**config.mk**
```make
export PLATFORM = sky130hd
export DESIGN_NAME = mul_share_arbiter
export DESIGN_NICKNAME = d
export VERILOG_FILES = /design/src/rtl/mul_share_arbiter.sv
export SDC_FILE = /design/constraint.sdc
export NUM_CORES = 1
export LEC_CHECK = 0
export BUFFER_PORTS_ARGS = -buffer_cell sky130_fd_sc_hd__buf_4
export CORE_ASPECT_RATIO = 1.4
export CORE_MARGIN = 8
export CORE_UTILIZATION = 39
export DETAILED_ROUTE_END_ITERATION = 12
export GPL_ROUTABILITY_DRIVEN = 0
export PLACE_DENSITY = 0.74
export SLEW_MARGIN = 20
export SYNTH_ARGS = -nofsm -noshare
export SYNTH_HDL_FRONTEND = slang
export SYNTH_SLANG_ARGS = --single-unit
```
**constraint.sdc**
```tcl
create_clock -name clk -period 5.5 [get_ports clk]
set_clock_uncertainty 0.05 [all_clocks]
set_input_delay 0.55 -clock clk [delete_from_list [all_inputs] [get_ports clk]]
set_output_delay 0.55 -clock clk [all_outputs]
set_load 0.005 [all_outputs]
```
**src/rtl/mul_share_arbiter.sv**
```systemverilog
// Round-robin arbiter that lets N_REQ requesters share one external 4x4
// unsigned multiplier. It registers the winner's operands, captures the
// product and holds it with the owner's index until the consumer acks.
module mul_share_arbiter #(
  parameter int unsigned N_REQ = 3
) (
  input  logic               clk,
  input  logic               reset,
  input  logic [N_REQ-1:0]   req,
  input  logic [4*N_REQ-1:0] a_in,
  input  logic [4*N_REQ-1:0] b_in,
  output logic [N_REQ-1:0]   gnt,
  output logic [3:0]         mul_I1,
  output logic [3:0]         mul_I2,
  input  logic [7:0]         mul_P,
  output logic               res_valid,
  output logic [1:0]         res_id,
  output logic [7:0]         res_data,
  input  logic               res_ack,
  output logic               busy
);

  localparam int unsigned IDW = 2;
  localparam int unsigned OPW = 4;
  localparam int unsigned PW  = 8;
  localparam int unsigned SW  = 3;

  typedef enum logic [1:0] {
    IDLE  = 2'd0,
    ISSUE = 2'd1,
    DONE  = 2'd2
  } state_t;

  state_t             state_q, state_d;
  logic [IDW-1:0]     last_grant_q, last_grant_d;

  logic [N_REQ-1:0]   gnt_d;
  logic [OPW-1:0]     mul_i1_d, mul_i2_d;
  logic               res_valid_d;
  logic [IDW-1:0]     res_id_d;
  logic [PW-1:0]      res_data_d;
  logic               busy_d;

  logic [2*N_REQ-1:0] req_dbl_c;
  logic [N_REQ-1:0]   req_rot_c;
  logic [SW-1:0]      start_c;
  logic [IDW-1:0]     offset_c;
  logic [SW-1:0]      win_sum_c;
  logic [IDW-1:0]     win_c;

  // Winner search: rotate req so bit 0 is the requester after last_grant,
  // take the lowest set bit, then map the offset back to an absolute index.
  always_comb begin
    start_c   = SW'(last_grant_q) + SW'(1);
    req_dbl_c = {req, req};
    req_rot_c = N_REQ'(req_dbl_c >> start_c);
    offset_c  = '0;
    for (int i = N_REQ - 1; i >= 0; i--) begin
      if (req_rot_c[i]) offset_c = IDW'(i);
    end
    win_sum_c = start_c + SW'(offset_c);
    if (win_sum_c >= SW'(N_REQ)) win_sum_c = win_sum_c - SW'(N_REQ);
    win_c = IDW'(win_sum_c);
  end

  // Next-state and next-output logic; every register holds unless told otherwise.
  always_comb begin
    state_d      = state_q;
    last_grant_d = last_grant_q;
    gnt_d        = '0;
    mul_i1_d     = mul_I1;
    mul_i2_d     = mul_I2;
    res_valid_d  = res_valid;
    res_id_d     = res_id;
    res_data_d   = res_data;
    busy_d       = busy;
    case (state_q)
      IDLE: begin
        if (|req) begin
          gnt_d    = N_REQ'(1) << win_c;
          mul_i1_d = OPW'(a_in >> {win_c, 2'b00});
          mul_i2_d = OPW'(b_in >> {win_c, 2'b00});
          res_id_d = win_c;
          busy_d   = 1'b1;
          state_d  = ISSUE;
        end
      end
      ISSUE: begin
        res_data_d   = mul_P;
        res_valid_d  = 1'b1;
        last_grant_d = res_id;
        state_d      = DONE;
      end
      DONE: begin
        if (res_ack) begin
          res_valid_d = 1'b0;
          busy_d      = 1'b0;
          state_d     = IDLE;
        end
      end
      default: begin
        state_d = IDLE;
      end
    endcase
  end

  // State and registered outputs with synchronous reset.
  always_ff @(posedge clk) begin
    if (reset) begin
      state_q      <= IDLE;
      last_grant_q <= IDW'(N_REQ - 1);
      gnt          <= '0;
      mul_I1       <= '0;
      mul_I2       <= '0;
      res_valid    <= 1'b0;
      res_id       <= '0;
      res_data     <= '0;
      busy         <= 1'b0;
    end else begin
      state_q      <= state_d;
      last_grant_q <= last_grant_d;
      gnt          <= gnt_d;
      mul_I1       <= mul_i1_d;
      mul_I2       <= mul_i2_d;
      res_valid    <= res_valid_d;
      res_id       <= res_id_d;
      res_data     <= res_data_d;
      busy         <= busy_d;
    end
  end

endmodule
```
==> results of run 1 <==
[registers in the layout (all words and copies together) (netlist names)]
signal	flops
busy	1
gnt	3
last_grant_q	2
mul_I1	4
mul_I2	4
res_data	8
res_id	2
res_valid	1
state_q	2
[final cells by class]
class	instances	area (µm²)	area share, %
multi-input combinational	127	827	42.0
sequential	27	541	27.5
timing repair buffer	61	458	23.3
tap	42	52.6	2.67
clock buffer	4	45.0	2.29
inverter	12	45.0	2.29
[stage by stage]
step                worst slack (ps)  cell area (µm²)  cells  total power [W]
finish                          2490             1970    273         0.000702
global route                    2260             1970    273         0.000754
CTS                             2490             1970    273         0.000709
detailed placement              2210             1920    269         0.000597
global placement                2260             1920    269         0.000591
floorplan                       2540             1480    178         0.000495
[how the worst max path moves through the flow]
stage,startpoint,endpoint,depth (start not counted)
after global routing,last_grant_q[1],mul_I2[3],11
after detailed placement,req[1],mul_I2[0],11
after floorplan,req[1],mul_I1[0],12
after CTS,last_grant_q[1],mul_I2[2],11
after global placement,req[1],mul_I1[0],11
final,last_grant_q[1],mul_I2[2],11
[per-layer routing]
| layer | up-vias | track usage, % | part of all wire (%) |
|---|---|---|---|
| met1 | 636 | 15.3 | 41 |
| met2 | 32 | 22.8 | 51 |
| met5 | - | 0 | 0 |
| met4 | 0 | 4.49 | 1.3 |
| met3 | 6 | 4.31 | 6.8 |
| li1 | 719 | - | - |
[power by group]
part,leakage (nW),internal (W),total [W],switching (W)
registers,0.223,0.000229,0.000249,0.0000207
logic,0.627,0.000163,0.000340,0.000178
clock network,0.0228,0.0000519,0.000112,0.0000604
[cells in the mapped netlist]
library cell / number
nand4b_1: 1
nand3b_1: 3
nand2_1: 25
nor3b_1: 1
buf_1: 1
o211a_4: 1
nor2_1: 12
o21a_4: 1
or3b_2: 1
nor2b_1: 1
o21a_1: 2
a21oi_1: 36
nor4b_2: 1
and3_1: 1
o21ai_2: 1
clkbuf_1: 7
o22ai_1: 2
nor3_1: 2
dfxtp_1: 27
o211ai_1: 1
o22ai_2: 6
ha_1: 2
or3_1: 1
nor4_4: 1
inv_1: 12
a211oi_2: 7
nand2b_1: 10
buf_6: 2
fa_1: 1
or3_4: 1
a211oi_1: 2
o21ai_0: 3
buf_2: 2
o31ai_1: 1
[cells by family after synthesis]
| logic type | Yosys count | synth area share (%) |
|---|---|---|
| AO/OA/AOI/OAI | 63 | 31.0 |
| adder cells (fa/ha/maj) | 3 | 3.05 |
| buffers and inverters | 24 | 7.29 |
| flip-flops | 27 | 36.6 |
| AND/OR/NAND/NOR | 61 | 22.1 |
[worst reg2reg max path: stages (launching register included)]
cell,delay [ps]
dfxtp_1,390
nor2_1,160
nand2_1,90
o211ai_1,80
o21ai_0,110
ha_1,650
inv_1,90
ha_1,240
or3_4,470
o21a_4,300
o22ai_2,190
a211oi_2,90
==> results.py, run 1 <==
metrics = {
    "outcome": {
        "outcome": "finished clean",
    },
    "critical_path": {
        "r2r-end": "mul_I2[2]",
        "critPathMostFrequentCell": "ha_1",
        "reg2reg_setup_slack_ps": 2490,
        "path_delay_family": "adder cells",
        "cp_max_fo": 21,
        "endpoint_kind": "flip-flop",
        "r2r_cells": 11,
        "critPathLaunchType": "flip-flop",
        "crit_arrival_ps": 3110,
        "rr_startpoint": "last_grant_q[1]",
        "path_class": "reg -> reg",
        "critPathBufInv": 1,
        "cp_cell_sequence": "nor2_1, nand2_1, o211ai_1, o21ai_0, ha_1, inv_1, ha_1, or3_4, o21a_4, o22ai_2, a211oi_2",
        "slowest_stage": "ha_1",
        "required_ps": 5600,
        "slowest_delay_ps": 650,
    },
    "die": {
        "initial_core_util_pct": 40.5,
        "die_w_um": 68.0,
        "fp.dieArea_um2": 6030,
        "rows": 26,
        "core_area_um2": 3640,
        "num_io_pins": 61,
        "fp.dieH_um": 88.8,
    },
    "timing": {
        "min_period_ps": 3010,
        "hold_slack_ps": 407,
        "finalMaxSlewViolations": 0,
        "tightest_slew_ps": 694,
        "slew_headroom_pct": 53.7,
        "final.setup.tns_ps": 0,
        "finalHoldViolCount": 0,
        "setup_violations": 0,
        "post-route-period-util_pct": 54.7,
        "fmax_mhz": 333,
        "rsz0062_at_grt": "no",
    },
    "synth": {
        "netlist-cell-type-count": 34,
        "synth_top_area_share_pct": 36.6,
        "ys_warn_count": 0,
        "seq_area_frac_synth_pct": 36.6,
        "synth_area_per_cell_um2": 8.29,
        "ys_top_cells_by_area": "dfxtp_1 (37%), a21oi_1 (12%), nand2_1 (6.4%), a211oi_2 (5.9%), o22ai_2 (5.1%)",
        "syn-instance-count": 178,
        "netlist_area_um2": 1480,
        "ys_ff_latch": 27,
        "yosysTopAreaCell": "dfxtp_1",
        "syn-num-nets": 219,
    },
    "hold_path": {
        "min_path_type": "reg -> reg",
        "holdPathEnd": "res_data[1]",
        "hp-start": "res_data[1]",
        "hold_depth": 2,
    },
    "power_and_ir_drop": {
        "p_per_area_nw_per_um2": 357,
        "peakVddDrop_v": 0.000255,
        "leakage_nw": 0.872,
    },
    "route": {
        "vias_per_cell": 5.10,
        "drt-initial-drc-count": 35,
        "drc": 0,
        "num_vias": 1393,
        "drt_wl_total_mm": 3.94,
        "wire_per_inst_um": 14.4,
        "antenna_left": 0,
        "drtPass1Iterations": 4,
    },
    "cts": {
        "cts_tree": "done",
        "htreeDepth": 1,
        "hold_buffers": 0,
        "insertion_delay_ps": 270,
        "numCtsBuffers": 3,
        "cts_buffer_depth": 2,
        "clock_sinks": 27,
        "path_clk_slew_ps": 90,
        "clockRootBuffer": "clkbuf_8",
        "post_cts_buffers": 0,
        "cts_resized": 0,
    },
    "job": {
        "drv_cap": 0,
    },
    "grt": {
        "grt_overflow": 0,
        "grt_max_degree": 27,
        "grt_first_pass_wirelength_mm": 6.45,
        "antenna_found_initial": 0,
        "track_usage_pct": 13.4,
        "grt_pass1_vias": 1439,
    },
    "place": {
        "portBuffers": 60,
        "place.detailed.hpwl_mm": 3.03,
    },
    "layout": {
        "final_common_cell": "buf_4",
        "drive_above_1_share_pct": 36.4,
        "fin_util_pct": 54.0,
        "antenna_cells": 0,
        "area_growth_pct": 33.4,
        "fin_nets": 273,
        "final_cell_mix": "buf_4 (61), a21oi_1 (36), dfxtp_1 (27), nand2_1 (25)",
        "num-fill-cells": 362,
    },
}
(Power assumes the default switching activity.)
==> run 2, diff against run 1 <==
ABC_AREA = 1   (was unset)
PLACE_DENSITY = 0.77   (was 0.74)
clock period = 2.7 ns   (was 5.5 ns; I/O delays follow)
==> run 2 against run 1 <==
  * Synthesized cell count grew 12%
  * Critical path depth grew 5
  * Global-route usage shrank 0.62 points
  * Clock power grew 110%
  * Area after synthesis shrank 3.6%
  * Clock-buffer cell count shrank 1
  * Non-clock buffer count grew 5
  * First-iteration DRC count grew 34%
  * Critical endpoint is now mul_I1[2]
  * Combinational power grew to 3.1 times the previous value
  * Via count grew 5.8%
  * Worst hold slack lost 280 ps
  * Register-to-register slack lost 2400 ps
==> results.py, run 2 <==
metrics = {
    "outcome": {
        "outcome": "finished clean",
    },
    "die": {
        "fp.dieH_um": 87.5,
        "core_area_um2": 3580,
        "rows": 26,
        "fp.dieArea_um2": 5860,
        "initial_core_util_pct": 39.8,
        "die_w_um": 67.0,
        "num_io_pins": 61,
    },
    "synth": {
        "seq_area_frac_synth_pct": 38.0,
        "netlist_area_um2": 1420,
        "yosysTopAreaCell": "dfxtp_1",
        "synth_top_area_share_pct": 38.0,
        "netlist-cell-type-count": 26,
        "synthArstFlopShare_pct": 0,
        "synth_edf_count": 0,
        "synthMostInstantiatedCell": "nor2_1",
        "syn-instance-count": 199,
        "syn-num-nets": 240,
        "ys_ff_latch": 27,
        "synthFlopType": "dfxtp_1",
        "ys_warn_count": 0,
        "yosys-top-cells-count": "nor2_1 (38), dfxtp_1 (27), inv_1 (25), o21ai_0 (22), nand2_1 (21)",
        "synth_area_per_cell_um2": 7.15,
        "ys_top_cells_by_area": "dfxtp_1 (38%), nor2_1 (10%), o21ai_0 (7.7%), inv_1 (6.6%), nand3_1 (6.3%)",
    },
    "grt": {
        "grt_first_pass_wirelength_mm": 6.21,
        "track_usage_pct": 12.8,
        "grt_overflow": 0,
        "antenna_found_initial": 0,
        "grt_pass1_vias": 1457,
        "grt_max_degree": 23,
    },
    "layout": {
        "fin_nets": 302,
        "drive_above_1_share_pct": 36.5,
        "antenna_cells": 0,
        "final_common_cell": "buf_4",
        "area_growth_pct": 46.1,
        "final_cell_mix": "buf_4 (63), nor2_1 (36), dfxtp_1 (25), inv_1 (24), nand2_1 (18)",
        "largest_reg_flops": 8,
        "reg_top3": "res_data: 8 flops, mul_I1: 4 flops, mul_I2: 4 flops",
        "fin_util_pct": 58.1,
        "top_register": "res_data",
    },
    "critical_path": {
        "cp_cell_sequence": "inv_4, o21ai_1, nand2_1, o21ai_2, nand2_1, ha_1, inv_1, fa_2, ha_4, nor2_4, nand3_4, buf_12, nand3_1, nor2_2, nor2_1, a21oi_2",
        "critPathLaunchType": "flip-flop",
        "cp_max_fo": 8,
        "crit_arrival_ps": 2740,
        "required_ps": 2820,
        "critPathMostFrequentCell": "nand2_1",
        "endpoint_kind": "flip-flop",
        "slowest_stage": "fa_2",
        "path_class": "reg -> reg",
        "slowest_delay_ps": 470,
    },
    "cts": {
        "numCtsBuffers": 3,
        "insertion_delay_ps": 270,
        "htreeDepth": 1,
        "clock_sinks": 27,
        "clockRootBuffer": "clkbuf_8",
        "path_clk_slew_ps": 100,
        "cts_buffer_depth": 2,
        "cts_tree": "done",
    },
    "power_and_ir_drop": {
        "combPwrFrac_pct": 57.5,
        "p_sw_share_pct": 41.8,
        "p_per_area_nw_per_um2": 877,
        "pwr-share-seq_pct": 29.5,
        "p_int_w": 0.00106,
        "leakage_nw": 1.02,
        "power_frac_clock_pct": 13.1,
        "power_switching_w": 0.000761,
        "peakVddDrop_v": 0.000671,
    },
    "route": {
        "antenna_left": 0,
        "num_vias": 1474,
        "drtPass1Iterations": 4,
        "wire_per_inst_um": 13.2,
        "drt-initial-drc-count": 47,
        "drc": 0,
        "vias_per_cell": 4.88,
        "drt_wl_total_mm": 4.00,
    },
    "hold_path": {
        "min_path_type": "in -> reg",
    },
    "timing": {
        "final.setup.tns_ps": 0,
        "tightest_slew_ps": 694,
        "slew_headroom_pct": 53.5,
        "setup_violations": 0,
        "fmax_mhz": 382,
        "post-route-period-util_pct": 96.9,
        "finalMaxSlewViolations": 0,
        "finalHoldViolCount": 0,
        "min_period_ps": 2620,
    },
    "job": {
        "drv_cap": 0,
    },
    "place": {
        "portBuffers": 60,
        "place.detailed.hpwl_mm": 2.88,
    },
}
## run 2: changes by cell type after synthesis, sizes merged, moves of 10 or more
cell    previous run  this run
a21oi             36        12
inv               12        25
o21ai              4        24
nand3              0        19
nor2              12        40
nand2b            10         0
## run 2: path summary, 6_finish.rpt
check / startpoint / endpoint / slack, ps / cells after the start
worst max-delay path: last_grant_q[0] / mul_I1[2] / 80 / 16
worst min register to register: busy / busy / 440 / 2
worst max register to register: last_grant_q[0] / mul_I1[2] / 80 / 16
worst min-delay path: reset / state_q[1] / 120 / 2
## run 2: what timing repair did
| action | 4_1_cts | 5_1_grt |
|---|---|---|
| gates resized for setup | 2 | 26 |
| cloned | 0 | 2 |
| hold buffers | 0 | 0 |
| buffers inserted | 0 | 1 |
| endpoints found under the setup margin | 8 | 11 |
| pin swaps | 0 | 5 |
## run 2: final cells by class
type	instances	area (µm²)
clock inverters	1	7.51
well taps	42	52.6
clock buffers	3	41.3
multi-input cells	138	795
flip-flops and latches	27	548
inverters	25	96.3
repair buffers	66	538
fillers	349	1500
## run 2: metal layers
layer | vias up | part of all wire, % | GRT usage [%]
met1 | 646 | 42 | 15.1
met4 | 0 | 0.73 | 2.29
met3 | 4 | 11 | 4.90
li1 | 765 | - | -
met5 | - | 0 | 0
met2 | 59 | 47 | 21.5
## run 2: power groups by stage
stage | sequential [W] | clock (W) | combinational [W]
after global placement | 0.000540 | 0 | 0.000869
after floorplan | 0.000544 | 0 | 0.000623
after global routing | 0.000549 | 0.000260 | 0.00117
after detailed placement | 0.000542 | 0 | 0.000880
final | 0.000537 | 0.000239 | 0.00105
after CTS | 0.000534 | 0.000245 | 0.000889
## run 2: critical path, delay by kind of cell (launching register included)
kind / cells / cell delay, ps
flops: 1 / 390
simple gates: 7 / 670
buf+inv: 3 / 260
compound gates: 3 / 290
fa+ha+maj: 3 / 840
## run 2: metrics by stage
step	hold WS, ps	cells	power, W	area [µm²]	setup WS (ps)
after detailed placement	418	295	0.00142	1900	-53.1
final	123	302	0.00182	2080	84.8
after global placement	419	295	0.00141	1900	32.2
after CTS	118	299	0.00167	1960	9.87
after global routing	124	302	0.00198	2080	-51.6
after floorplan	289	199	0.00117	1420	122
## run 2: cells by family (layout without fill, tap and decap cells)
kind of cell / Yosys count / in the layout / share of synthesized area (%)
AOI/OAI and AO/OA: 39 / 39 / 15.1
adders and majority gates: 3 / 3 / 3.17
and+or+nand+nor: 95 / 96 / 31.8
DFF: 27 / 27 / 38.0
buffers and inverters: 35 / 95 / 12.0
==> run 3, diff against run 2 <==
PLACE_DENSITY = 0.7   (was 0.77)
==> run 3 against run 2 <==
  * Design area rose by 1.4%
  * Via count rose by 4.3%
  * Routed wire length rose by 3.2%
  * Critical endpoint is now mul_I2[3]
  * First-iteration DRC count fell by 6.4%
  * Fmax fell by 2.8%
  * Largest cell class unchanged
  * Sequential share of layout area fell by 0.55 points
  * Sequential power barely moved
==> results.py, run 3 (same netlist as run 2, synthesis figures left out) <==
metrics = {
    "outcome": {
        "outcome": "finished clean",
    },
    "critical_path": {
        "cp_max_fo": 7,
        "endpoint_kind": "flip-flop",
        "crit_arrival_ps": 2820,
        "r2r_cells": 17,
        "endpoint": "mul_I2[3]",
        "r2r-end": "mul_I2[3]",
        "path_class": "reg -> reg",
        "critPathLaunch": "last_grant_q[0]",
        "critPathLaunchType": "flip-flop",
        "rr_startpoint": "last_grant_q[0]",
        "required_ps": 2830,
        "reg2reg_setup_slack_ps": 10,
    },
    "cts": {
        "clockRootBuffer": "clkbuf_8",
        "cts_buffer_depth": 2,
        "insertion_delay_ps": 280,
        "cts_tree": "done",
        "path_clk_slew_ps": 100,
        "clock_sinks": 27,
        "htreeDepth": 1,
        "numCtsBuffers": 3,
    },
    "route": {
        "num_vias": 1537,
        "drtPass1Iterations": 4,
        "drt_wl_total_mm": 4.12,
        "vias_per_cell": 4.97,
        "antenna_left": 0,
        "drt-initial-drc-count": 44,
        "drc": 0,
        "wire_per_inst_um": 13.3,
    },
    "power_and_ir_drop": {
        "leakage_nw": 1.04,
        "p_per_area_nw_per_um2": 905,
        "peakVddDrop_v": 0.000606,
    },
    "hold_path": {
        "hp-start": "reset",
        "hold_depth": 2,
        "min_path_type": "in -> reg",
    },
    "timing": {
        "fin_ws_ps": 10.1,
        "min_period_ps": 2690,
        "setup_violations": 0,
        "fmax_mhz": 372,
        "slew_headroom_pct": 54.3,
        "tightest_slew_ps": 683,
        "post-route-period-util_pct": 99.6,
        "final.setup.tns_ps": 0,
        "rsz0062_at_grt": "yes",
        "finalHoldViolCount": 0,
        "finalMaxSlewViolations": 0,
    },
    "grt": {
        "met1_usage_pct": 15.8,
        "antenna_found_initial": 0,
        "grtUsageMet3_pct": 4.25,
        "grt.busiest_layer": "met2",
        "grt_overflow": 0,
        "grt_first_pass_wirelength_mm": 6.29,
        "met2_usage_pct": 22.0,
        "track_usage_pct": 13.3,
        "grt_pass1_vias": 1433,
        "grt_max_degree": 23,
    },
    "place": {
        "place_ws_ps": -86.5,
        "placed_area_um2": 1910,
        "dp.cells": 298,
        "place.detailed.hpwl_mm": 2.99,
        "portBuffers": 60,
    },
    "layout": {
        "antenna_cells": 0,
        "reg_top3": "res_data: 8 flops, mul_I1: 4 flops, mul_I2: 4 flops",
        "final_common_cell": "buf_4",
        "fin_nets": 309,
        "top_register": "res_data",
        "instances_no_fill": 309,
        "area_growth_pct": 48.2,
        "largest_reg_flops": 8,
        "fin_util_pct": 58.9,
        "final_cell_mix": "buf_4 (69), nor2_1 (37), dfxtp_1 (26), inv_1 (24)",
        "design_area_um2": 2110,
        "drive_above_1_share_pct": 36.0,
    },
    "die": {
        "rows": 26,
        "fp.dieH_um": 87.5,
        "core_area_um2": 3580,
        "initial_core_util_pct": 39.8,
        "num_io_pins": 61,
        "die_w_um": 67.0,
        "fp.dieArea_um2": 5860,
    },
    "job": {
        "drv_cap": 0,
    },
}
==> run 3: critical path, cell delays in order (launching register included) <==
cell and delay (ps):
dfxtp_4 390, inv_1 70, nand2_1 80, o21ai_1 70
nand2_1 80, o21ai_2 60, nand2_1 60, ha_1 150
inv_2 40, fa_1 530, ha_4 210, nor2_4 150
nand3_4 170, clkbuf_16 200, nand3_1 70, nor2_1 50
nor2_1 90, a21oi_1 70
==> run 3: final cells by class <==
class	count	area, µm²
clock buffer	3	41.3
inverter	25	93.8
multi-input combinational	138	783
tap	42	52.6
clock inverter	1	7.51
sequential	27	544
fill	355	1470
timing repair buffer	73	586
==> run 3: stage by stage <==
stage,hold slack [ps],total power (W)
after global routing,113,0.00204
after floorplan,289,0.00117
after CTS,115,0.00169
final,120,0.00191
after detailed placement,424,0.00143
after global placement,421,0.00142
==> run 3: per-layer routing <==
| layer | part of all wire, % | wire (µm) |
|---|---|---|
| met4 | 0.78 | 32 |
| met3 | 8.5 | 350 |
| met1 | 42 | 1750 |
| met5 | 0 | 0 |
| met2 | 48 | 1990 |
==> run 3: worst min-delay path by stage <==
stage,endpoint,slack [ps]
2_1_floorplan,state_q[1],290
3_3_place_gp,state_q[1],420
3_5_place_dp,state_q[1],420
4_1_cts,state_q[1],120
5_1_grt,state_q[1],110
6_report,state_q[1],120
==> run 3: repair_timing <==
item	4_1_cts	5_1_grt
gates resized for setup	3	20
buffers inserted	0	5
pin swaps	0	8
hold buffers	0	0
endpoints found under the hold margin	0	0
endpoints found under the setup margin	9	12
gates cloned	0	2
==> run 3: power by group <==
part,internal (W),switching (W)
logic,0.000527,0.000604
clock network,0.000105,0.000136
registers,0.000488,0.0000480
total,0.00112,0.000788
